### config.mk
export PLATFORM = sky130hd
export DESIGN_NAME = alu_share_arbiter
export DESIGN_NICKNAME = d
export VERILOG_FILES = /design/src/rtl/alu_pkg.sv /design/src/rtl/rr_arb2.sv /design/src/rtl/alu_share_arbiter.sv
export SDC_FILE = /design/constraint.sdc
export NUM_CORES = 1
export LEC_CHECK = 0
export CAP_MARGIN = 20
export CORE_MARGIN = 2
export CORE_UTILIZATION = 40
export CTS_BUF_LIST = sky130_fd_sc_hd__clkbuf_4 sky130_fd_sc_hd__clkbuf_8
export CTS_CLUSTER_DIAMETER = 80
export DETAILED_ROUTE_END_ITERATION = 10
export GPL_TIMING_DRIVEN = 1
export HOLD_SLACK_MARGIN = 0.1
export PLACE_DENSITY_LB_ADDON = 0.08
export SYNTH_ARGS = -nofsm -noshare
export SYNTH_HDL_FRONTEND = slang
export SYNTH_SLANG_ARGS = --single-unit
### constraint.sdc
create_clock -name clk -period 2.7 [get_ports clk]
set_input_delay 0.81 -clock clk [delete_from_list [all_inputs] [get_ports clk]]
set_output_delay 0.81 -clock clk [all_outputs]
set_load 0.03 [all_outputs]
### src/rtl/alu_pkg.sv
// alu_pkg: opcodes, FSM states and carry-cleanup helper shared by the ALU arbiter
package alu_pkg;
  typedef enum logic [2:0] {
    ALU_ADD  = 3'b000,
    ALU_SUB  = 3'b001,
    ALU_XOR  = 3'b010,
    ALU_OR   = 3'b011,
    ALU_AND  = 3'b100,
    ALU_EQ   = 3'b101,
    ALU_NEQ  = 3'b110,
    ALU_PASS = 3'b111
  } alu_op_e;
  typedef enum logic [1:0] {S_IDLE, S_EXEC, S_RESP} state_e;
  function automatic logic carry_op(input logic [2:0] op);
    return op inside {ALU_ADD, ALU_SUB, ALU_PASS};
  endfunction
endpackage

### src/rtl/rr_arb2.sv
// rr_arb2: combinational 2-way round-robin arbiter with optional fixed core0 priority
module rr_arb2 (
  input  logic [1:0] req_i,
  input  logic       last_i,
  input  logic       fixed_i,
  output logic [1:0] gnt_o,
  output logic       winner_o
);
  assign winner_o = &req_i ? (fixed_i ? 1'b0 : ~last_i) : req_i[1];
  assign gnt_o    = |req_i ? (winner_o ? 2'b10 : 2'b01) : 2'b00;
endmodule

### src/rtl/alu_share_arbiter.sv
// alu_share_arbiter: shares one combinational ALU between two cores with req/ack and registered operands
module alu_share_arbiter
  import alu_pkg::*;
#(
  parameter int WIDTH      = 32,
  parameter int CTRL_W     = 3,
  parameter bit FIXED_PRIO = 1'b0
) (
  input  logic              clk,
  input  logic              rst_n,
  input  logic              req0_i,
  input  logic              req1_i,
  input  logic [WIDTH-1:0]  a0_i,
  input  logic [WIDTH-1:0]  b0_i,
  input  logic [WIDTH-1:0]  a1_i,
  input  logic [WIDTH-1:0]  b1_i,
  input  logic [CTRL_W-1:0] ctrl0_i,
  input  logic [CTRL_W-1:0] ctrl1_i,
  output logic              ack0_o,
  output logic              ack1_o,
  output logic              rsp_valid0_o,
  output logic              rsp_valid1_o,
  output logic [WIDTH-1:0]  rsp_data0_o,
  output logic [WIDTH-1:0]  rsp_data1_o,
  output logic              rsp_cout0_o,
  output logic              rsp_cout1_o,
  output logic [WIDTH-1:0]  alu_a_o,
  output logic [WIDTH-1:0]  alu_b_o,
  output logic [CTRL_W-1:0] alu_ctrl_o,
  input  logic [WIDTH-1:0]  alu_c_i,
  input  logic              alu_cout_i
);
  state_e state_q, state_d;
  logic last_q, last_d, owner_q, owner_d;
  logic [WIDTH-1:0] alu_a_q, alu_a_d, alu_b_q, alu_b_d;
  logic [CTRL_W-1:0] alu_ctrl_q, alu_ctrl_d;
  logic [WIDTH-1:0] rsp_data0_q, rsp_data0_d, rsp_data1_q, rsp_data1_d;
  logic rsp_cout0_q, rsp_cout0_d, rsp_cout1_q, rsp_cout1_d;
  logic [1:0] gnt;
  logic winner, take, cap, cout_clean;
  rr_arb2 u_arb (
    .req_i   ({req1_i, req0_i}),
    .last_i  (last_q),
    .fixed_i (FIXED_PRIO),
    .gnt_o   (gnt),
    .winner_o(winner)
  );
  always_comb begin
    take        = (state_q != S_EXEC) && (req0_i || req1_i);
    cap         = state_q == S_EXEC;
    cout_clean  = carry_op(3'(alu_ctrl_q)) ? alu_cout_i : 1'b0;
    state_d     = take ? S_EXEC : (cap ? S_RESP : S_IDLE);
    last_d      = take ? winner : last_q;
    owner_d     = take ? winner : owner_q;
    alu_a_d     = take ? (winner ? a1_i : a0_i) : alu_a_q;
    alu_b_d     = take ? (winner ? b1_i : b0_i) : alu_b_q;
    alu_ctrl_d  = take ? (winner ? ctrl1_i : ctrl0_i) : alu_ctrl_q;
    rsp_data0_d = (cap && !owner_q) ? alu_c_i : rsp_data0_q;
    rsp_cout0_d = (cap && !owner_q) ? cout_clean : rsp_cout0_q;
    rsp_data1_d = (cap && owner_q) ? alu_c_i : rsp_data1_q;
    rsp_cout1_d = (cap && owner_q) ? cout_clean : rsp_cout1_q;
  end
  // ack is suppressed during reset so a core never sees an accept that gets discarded
  always_ff @(posedge clk) begin
    if (!rst_n) begin
      state_q     <= S_IDLE;
      last_q      <= 1'b1;
      owner_q     <= 1'b0;
      alu_a_q     <= '0;
      alu_b_q     <= '0;
      alu_ctrl_q  <= CTRL_W'(ALU_PASS);
      rsp_data0_q <= '0;
      rsp_data1_q <= '0;
      rsp_cout0_q <= 1'b0;
      rsp_cout1_q <= 1'b0;
    end else begin
      state_q     <= state_d;
      last_q      <= last_d;
      owner_q     <= owner_d;
      alu_a_q     <= alu_a_d;
      alu_b_q     <= alu_b_d;
      alu_ctrl_q  <= alu_ctrl_d;
      rsp_data0_q <= rsp_data0_d;
      rsp_data1_q <= rsp_data1_d;
      rsp_cout0_q <= rsp_cout0_d;
      rsp_cout1_q <= rsp_cout1_d;
    end
  end
  assign ack0_o       = rst_n && take && gnt[0];
  assign ack1_o       = rst_n && take && gnt[1];
  assign rsp_valid0_o = (state_q == S_RESP) && !owner_q;
  assign rsp_valid1_o = (state_q == S_RESP) && owner_q;
  assign rsp_data0_o  = rsp_data0_q;
  assign rsp_data1_o  = rsp_data1_q;
  assign rsp_cout0_o  = rsp_cout0_q;
  assign rsp_cout1_o  = rsp_cout1_q;
  assign alu_a_o      = alu_a_q;
  assign alu_b_o      = alu_b_q;
  assign alu_ctrl_o   = alu_ctrl_q;
endmodule
After elaboration in Yosys (flattened, before gate mapping)
Cells that the tools add are included.

Input bits: 171. Word-level logic and storage cells: 42. Output and inout port bits: 137. Flip-flop bits (word level): 137.

Reduce and logical (&&, ||, !) cells: 15. Equality and inequality tests: 5. Mux-type cells: 9. Bitwise operators: 2.

Operators by type and width (number): $mux W32 (2); $logic_and A1 B1 Y1 (8); $mux W2 (3); $reduce_or A2 Y1 (2); $eq A3 B1 Y1 const B (1); $eq A3 B3 Y1 const B (1); $logic_not A3 Y1 (1); $mux W1 (3); $mux W3 (1); $reduce_bool A3 Y1 (1); $eq A2 B1 Y1 const B (1); $eq A2 B2 Y1 const B (1); $ne A2 B1 Y1 const B (1); $not A1 Y1 (2); $reduce_and A2 Y1 (1); $logic_not A1 Y1 (1); $logic_or A1 B1 Y1 (1).

Depth between registers and ports, before layout
Word-level depth: 5. Mapped depth: 7. Gate-level depth less buffers: 3.

By module
From an unflattened synthesis, not the netlist that was laid out.

Cells, all modules: 538. Area total of the unflattened synthesis: 5424.0 µm².

By module, submodules not included: alu_share_arbiter (sequential area each 2742.6 µm², times used 1, cells an instance 533, area an instance 5395.2 µm²); rr_arb2 (sequential area each 0.0 µm², times used 1, cells an instance 5, area an instance 28.8 µm²).

Least setup slack after synthesis
OpenSTA, ideal clock, no wires.

Path type: input to output. Start: input rst_n. End: output ack0_o. Arrival: 2264 ps. Setup slack: -374 ps. Stages: 2. Data required time: 1890 ps. Buffers on the path: 1. Path through: clkbuf_1 -> nor4bb_1.

Word-level cells in the longest chain between the ends: 2.

Ends and longest elaborated chain: start, declared (line alu_share_arbiter.sv:10) `input logic rst_n,`; $logic_and A1 B1 Y1 (2 in a row) (line alu_share_arbiter.sv:89) `assign ack0_o = rst_n && take && gnt[0];`; end, declared (line alu_share_arbiter.sv:19) `output logic ack0_o,`.

Every way passes these cells.

Worst setup path in the final report
Start: register state_q[1]. End: output rsp_valid1_o.

Word-level cells in the longest chain between the ends: 2.

Ends and longest elaborated chain: start, declared (line alu_share_arbiter.sv:33) `state_e state_q, state_d;`; start signal, assigned (line alu_share_arbiter.sv:77) `state_q <= state_d;`; $eq A2 B2 Y1 (line alu_share_arbiter.sv:92) `assign rsp_valid1_o = (state_q == S_RESP) && owner_q;`; $logic_and A1 B1 Y1 (line alu_share_arbiter.sv:92); end, declared (line alu_share_arbiter.sv:22) `output logic rsp_valid1_o,`.

Every way passes these cells.

==> results.json <==
{
  "seq_area_frac_synth": 0.485,
  "cts_max_level": 4,
  "worstReg2RegStart": "state_q[0]$_SDFF_PN0_",
  "synth.top_cell.area_share": 0.485,
  "cp_max_fo": 7,
  "syn2layout_area_growth_pct": 65.2,
  "critPathKind": "flop to output port",
  "period_minus_slack_ps": 2610,
  "slew_viol_final": 0,
  "cp_top_family": "buffers and inverters",
  "status": "completed",
  "syn-instance-count": 625,
  "avgViaCountPerCell": 5.42,
  "post-route-drc-count": 0,
  "slowest_delay_ps": 700,
  "ant_nets": 0,
  "antenna_found_initial": 0,
  "worstPathArrival_ps": 1800,
  "mappedNetlistArea_um2": 5650,
  "maxSlewHeadroom": 0.470,
  "wirelength_mm": 19.6,
  "die_h_um": 123,
  "clk_latency_ps": 450,
  "drtIter0Drc": 384,
  "cp-start-kind": "flop",
  "rsz0062_at_grt": "false",
  "final_util": 0.675,
  "nets": 1069,
  "hp-class": "flop to flop",
  "clock_path_buffers": 2,
  "diodes": 0,
  "grt_pass1_wl_mm": 29.6,
  "ctsHoldBuffers": 0,
  "clk_pin_slew_ps": 70,
  "cts_made_buffers": 17,
  "grt-ovfl-total": 0,
  "rows": 43,
  "fmax_ghz": 0.383,
  "grt_pass1_vias": 5741,
  "worstPathCellList": "and3b_1 > clkdlybuf4s50_1",
  "cellPowerDensity_nw_per_um2": 603,
  "wl_per_cell_um": 18.0,
  "final_layout_size_suffix_gt1_frac": 0.0626,
  "worst_slew_pin_slew_ps": 795,
  "crit_start": "state_q[1]$_SDFF_PP0_",
  "crit_buf_inv": 1,
  "grt_max_degree": 129,
  "root_buffer": "clkbuf_8",
  "dr.pass1.iters": 5,
  "pin_count": 308,
  "yosys_warnings": 0,
  "leakagePower_nw": 3.41,
  "setup_viol": 0,
  "hold_violations": 0,
  "placeableCoreArea_um2": 13800,
  "crit_required_ps": 1890,
  "power_mw": 5.63,
  "end_kind": "output port",
  "finalSetupTns_ps": 0,
  "max-vdd-ir-drop_mv": 0.282,
  "synth.distinct_cells": 26,
  "die_w_um": 123,
  "syn-num-nets": 796,
  "cap_violations": 0,
  "place_hpwl_mm": 13.4,
  "start_util": 0.409,
  "vias": 5915,
  "portBuffers": 307,
  "worstHoldStart": "rsp_data0_o[16]$_SDFFE_PN0P_",
  "holdWs_ps": 466,
  "fin_worst_skew_ps": 5.23,
  "cp_slowest_cell": "clkdlybuf4s50_1",
  "dieArea_um2": 15100,
  "cts_tree": "yes",
  "ys_ff_latch": 137,
  "gp_congestion": 0.856,
  "avgSynthCellArea_um2": 9.04,
  "synth.area.top_cells": "dfxtp_1 49%, nand2_1 13%, a221o_1 11%",
  "grt_util_all_layers": 0.254,
  "finalCritPeriodShare": 0.968,
  "yosys.area.top_type": "dfxtp_1",
  "clock_sinks": 137
}
[cell usage in the layout (no fill, tap or decap), types with 2 or more instances in the layout]
| master | n |
|---|---|
| a21boi_0 | 64 |
| a221o_1 | 64 |
| a222oi_1 | 3 |
| a32o_1 | 2 |
| and3b_1 | 2 |
| buf_12 | 2 |
| buf_2 | 2 |
| buf_4 | 14 |
| bufinv_16 | 7 |
| clkbuf_8 | 18 |
| clkdlybuf4s50_1 | 301 |
| clkinv_2 | 3 |
| clkinvlp_4 | 3 |
| dfxtp_1 | 137 |
| inv_1 | 10 |
| nand2_1 | 194 |
| nor2_1 | 3 |
| nor2b_4 | 2 |
| nor3b_1 | 2 |
| nor4b_1 | 64 |
[power breakdown]
group,switching (mW),leakage [nW],internal (mW)
clock network,0.807,0.245,1.31
registers,0.0874,1.12,2.16
logic,0.644,2.04,0.613
[final timing paths]
kind / depth (start not counted) / to / slack [ps]
worst max register to register: 5 / alu_a_o[31]$_SDFFE_PN0P_ / 620
worst min-delay path: 2 / rsp_data0_o[16]$_SDFFE_PN0P_ / 470
worst max-delay path: 2 / rsp_valid1_o / 90
worst min register to register: 2 / rsp_data0_o[16]$_SDFFE_PN0P_ / 470
[per-layer routing]
layer / track usage / vias to the layer above / wire (um)
li1: - / 2784 / -
met1: 0.280 / 2800 / 7440
met5: 0 / - / 0
met2: 0.436 / 285 / 9870
met4: 0.134 / 0 / 604
met3: 0.0790 / 46 / 1680
[kinds of logic (layout without fill, tap and decap cells)]
group                  Yosys count  count (layout)  synth area share
and+or+nand+nor                274             274             0.248
AOI/OAI and AO/OA              137             137             0.212
DFF                            137             137             0.485
buffers and inverters           77             363            0.0549
[flip-flops by register name, summed over array words and instances, names as in the netlist]
| register | count |
|---|---|
| alu_a_o | 32 |
| alu_b_o | 32 |
| rsp_data0_o | 32 |
| rsp_data1_o | 32 |
| alu_ctrl_o | 3 |
| state_q | 2 |
| last_q | 1 |
| owner_q | 1 |
| rsp_cout0_o | 1 |
| rsp_cout1_o | 1 |
[synthesized netlist by cell type]
library cell,instances
and2_1,1
nor4bb_1,1
nor2_1,3
inv_1,10
nor4b_1,64
o21a_1,1
and4b_1,1
nor2b_1,2
nor3b_1,3
a21boi_0,64
a222oi_1,3
clkbuf_1,56
buf_6,2
and3b_1,2
a21oi_1,1
nand3_1,1
a221o_1,64
nand2_1,194
or3b_2,1
a32o_1,2
o21ai_0,1
buf_1,4
nand3b_1,1
buf_2,5
dfxtp_1,137
a21o_1,1
[layout make-up]
cell class / instances / area [um^2]
well taps: 180 / 225
clock buffers: 19 / 255
clock inverters: 13 / 248
fillers: 1069 / 4500
multi-input cells: 411 / 2630
repair buffers: 321 / 3190
flip-flops and latches: 137 / 2740
inverters: 10 / 37.5
[worst register-to-register path: stages (launching register included)]
cell     delay [ps]
dfxtp_1         410
nor2b_4         240
buf_4           610
o21a_2          300
buf_12          260
a221o_1         210
[stage by stage]
stage	worst slack, ps	cells	instance area (um^2)
5_1_grt	1.84	1091	9330
2_1_floorplan	23.9	625	5660
6_report	85.9	1091	9330
3_3_place_gp	-3.46	1059	8820
3_5_place_dp	-34.3	1059	8820
4_1_cts	1.58	1091	9330
[what timing repair did]
action / in CTS / in global routing
endpoints found under the hold margin: 0 / 0
pin swaps: 0 / 1
setup buffers: 0 / 0
endpoints found under the setup margin: 2 / 1
gates cloned: 0 / 0
gates resized for setup: 2 / 1
(Power assumes the default switching activity.)
==> edit, RTL diff (same flow settings) <==
Make the reset (`rst_n`) asynchronous in one clocked block.
--- a/src/rtl/alu_share_arbiter.sv
+++ b/src/rtl/alu_share_arbiter.sv
@@ -62,5 +62,5 @@
   end
   // ack is suppressed during reset so a core never sees an accept that gets discarded
-  always_ff @(posedge clk) begin
+  always_ff @(posedge clk or negedge rst_n) begin
     if (!rst_n) begin
       state_q     <= S_IDLE;
Formal check against the unedited RTL: differs if rst_n is asserted again (counterexample within 4 cycles, from zero or initial values and one cycle with rst_n low); with rst_n held inactive, the same outputs for 10 cycles.
==> edit against the unedited design <==
  * Sequential share of layout area grew 6.3 points
  * Sequential cell count unchanged
  * Final area increased by 3.2%
  * Hold slack got worse by 330 ps
  * Routed wire length is 3.0% lower
  * Area after synthesis up 6.1%
  * Worst setup slack better by 77 ps
Power is not compared: it rests on default switching activity, and its combinational part moved more than twofold at a synthesized area within 25%.
==> edit: results (changes against the unedited design) <==
drc: 0  # unchanged
async_reset_ff_share_pct: 100.0  # +100 points
layout.nets: 932  # -13%
critPathMaxStageDelay_ps: 720  # +20 ps
ctsRootBufferMaster: "clkbuf_8"
clk_pin_slew_worst_paths_ps: 80
arrival_ps: 1730  # -70 ps
drive_above_1_share_pct: 16.02  # +9.8 points
ys_types: 26  # unchanged
placed_area_sq_um: 9189  # +4.2%
synth_common_cells: "dfrtp_1, nand2_1, a211oi_1, a2bb2oi_1, mux2_2"
routed-via-count: 5140  # -13%
path_max_fanout: 4  # -3
dr.pass1.iters: 5  # unchanged
numCtsBuffers: 17  # unchanged
antenna_found_initial: 0  # unchanged
rr_worst_depth: 5  # unchanged
r2r_setup_slack_ps: 540  # -80 ps
clock_path_buffers: 2  # unchanged
yosysSeqAreaShare_pct: 57.29  # +8.7 points
finish.instance_area_sq_um: 9628  # +3.2%
postCtsSetupRepairBufs: 0  # unchanged
avgViaCountPerCell: 5.365  # -1.0%
drt_iter0_drc: 250  # -35%
io_buffers: 307  # unchanged
use_met1_pct: 28.40  # +0.39 points
grt_pass1_vias: 5516  # -3.9%
nFillCells: 1108  # +3.6%
hpwl_um: 13220  # -1.6%
grt_use_total_pct: 23.84  # -1.6 points
gr-usage-met3_pct: 7.634  # -0.27 points
grt_util_met2_pct: 39.86  # -3.8 points
cts-htree-levels: 4  # unchanged
timing.slew.headroom_pct: 46.20  # -0.77 points
reg2reg_to: "rsp_data0_o[0]"
worstSkewPairLatency_ps: 440
ys.warnings.count: 0  # unchanged
rr_startpoint: "state_q[0]"
drt_wl_total_um: 19000  # -3.0%
clock-skew-final_ps: 8.601  # +3.373 ps
antennaDiodeCount: 0  # unchanged
hold_path.class: "primary input to asynchronous set/reset pin"
synth_fp_nets: 637  # -20%
grt_max_degree: 70  # -46%
status: "finished clean"
ir_worst_vdd_uv: 731.9
leakagePower_nw: 4.005
synth.top_cells.by_area: "dfrtp_1, a2bb2oi_1, a211oi_1"
place_congestion: 0.7920  # -7.4%
cp_slowest_cell: "clkdlybuf4s50_1"
grt_pass1_wl_um: 29740  # +0.63%
avgSynthCellArea_sq_um: 12.86  # +42%
path_delay_family: "buffers and inverters"
[edit: cell count changes after synthesis, sizes merged, moves of 15 or more]
cell | before | now
nor4b | 64 | 0
a2bb2oi | 0 | 67
a211oi | 0 | 67
a21boi | 64 | 1
nand2 | 194 | 68
a221o | 64 | 0
mux2 | 0 | 66
clkbuf | 56 | 18
dfrtp | 0 | 133
dfxtp | 137 | 0
buf | 11 | 26
[edit: final cells by class]
type / count / area share (%)
clock buffers: 19 / 2.716
clock inverters: 13 / 1.819
inverters: 1 / 0.03899
multi-input cells: 284 / 24.33
flip-flops and latches: 137 / 35.66
well taps: 184 / 2.391
repair buffers: 320 / 33.05
[edit: where the power goes]
part,internal [mW],switching (mW),total [mW]
sequential,3.12,0.626,3.75
combinational,3.35,3.75,7.10
clock,1.05,0.787,1.83
total,7.52,5.16,12.7
[edit: routing by layer]
layer	vias up	part of all wire [%]
li1	2323	-
met1	2574	41
met2	210	49
met3	33	7.4
met4	0	2.8
met5	-	0
[edit: worst max-delay path by stage]
stage | startpoint | to | slack (ps) | cells after the start
global placement | req1_i | ack0_o | -70 | 4
detailed placement | req1_i | ack0_o | -70 | 4
CTS | owner_q | rsp_valid0_o | 20 | 2
global route | alu_ctrl_o[2] | alu_ctrl_o[2] | 110 | 1
floorplan | req1_i | ack1_o | 210 | 3
finish | alu_ctrl_o[2] | alu_ctrl_o[2] | 160 | 1
[edit: per-stage QoR]
step	TNS, ps	setup WS [ps]	hold slack, ps
final	0	163.1	140.5
after global routing	0	113.6	104.3
after CTS	0	22.55	109.8
after detailed placement	-118.2	-65.99	482.3
after global placement	-109.4	-68.83	461.2
after floorplan	0	211.6	514.4
[edit: cells by family after synthesis]
family,after synthesis,share of synthesized area [%]
mux,67,14.38
buf+inv,45,3.966
flops,137,57.29
compound gates,138,18.71
simple gates,79,5.658
[edit: timing repair]
item,4_1_cts,5_1_grt
resized for setup,2,2
setup endpoints to repair,2,2
hold buffers,0,0
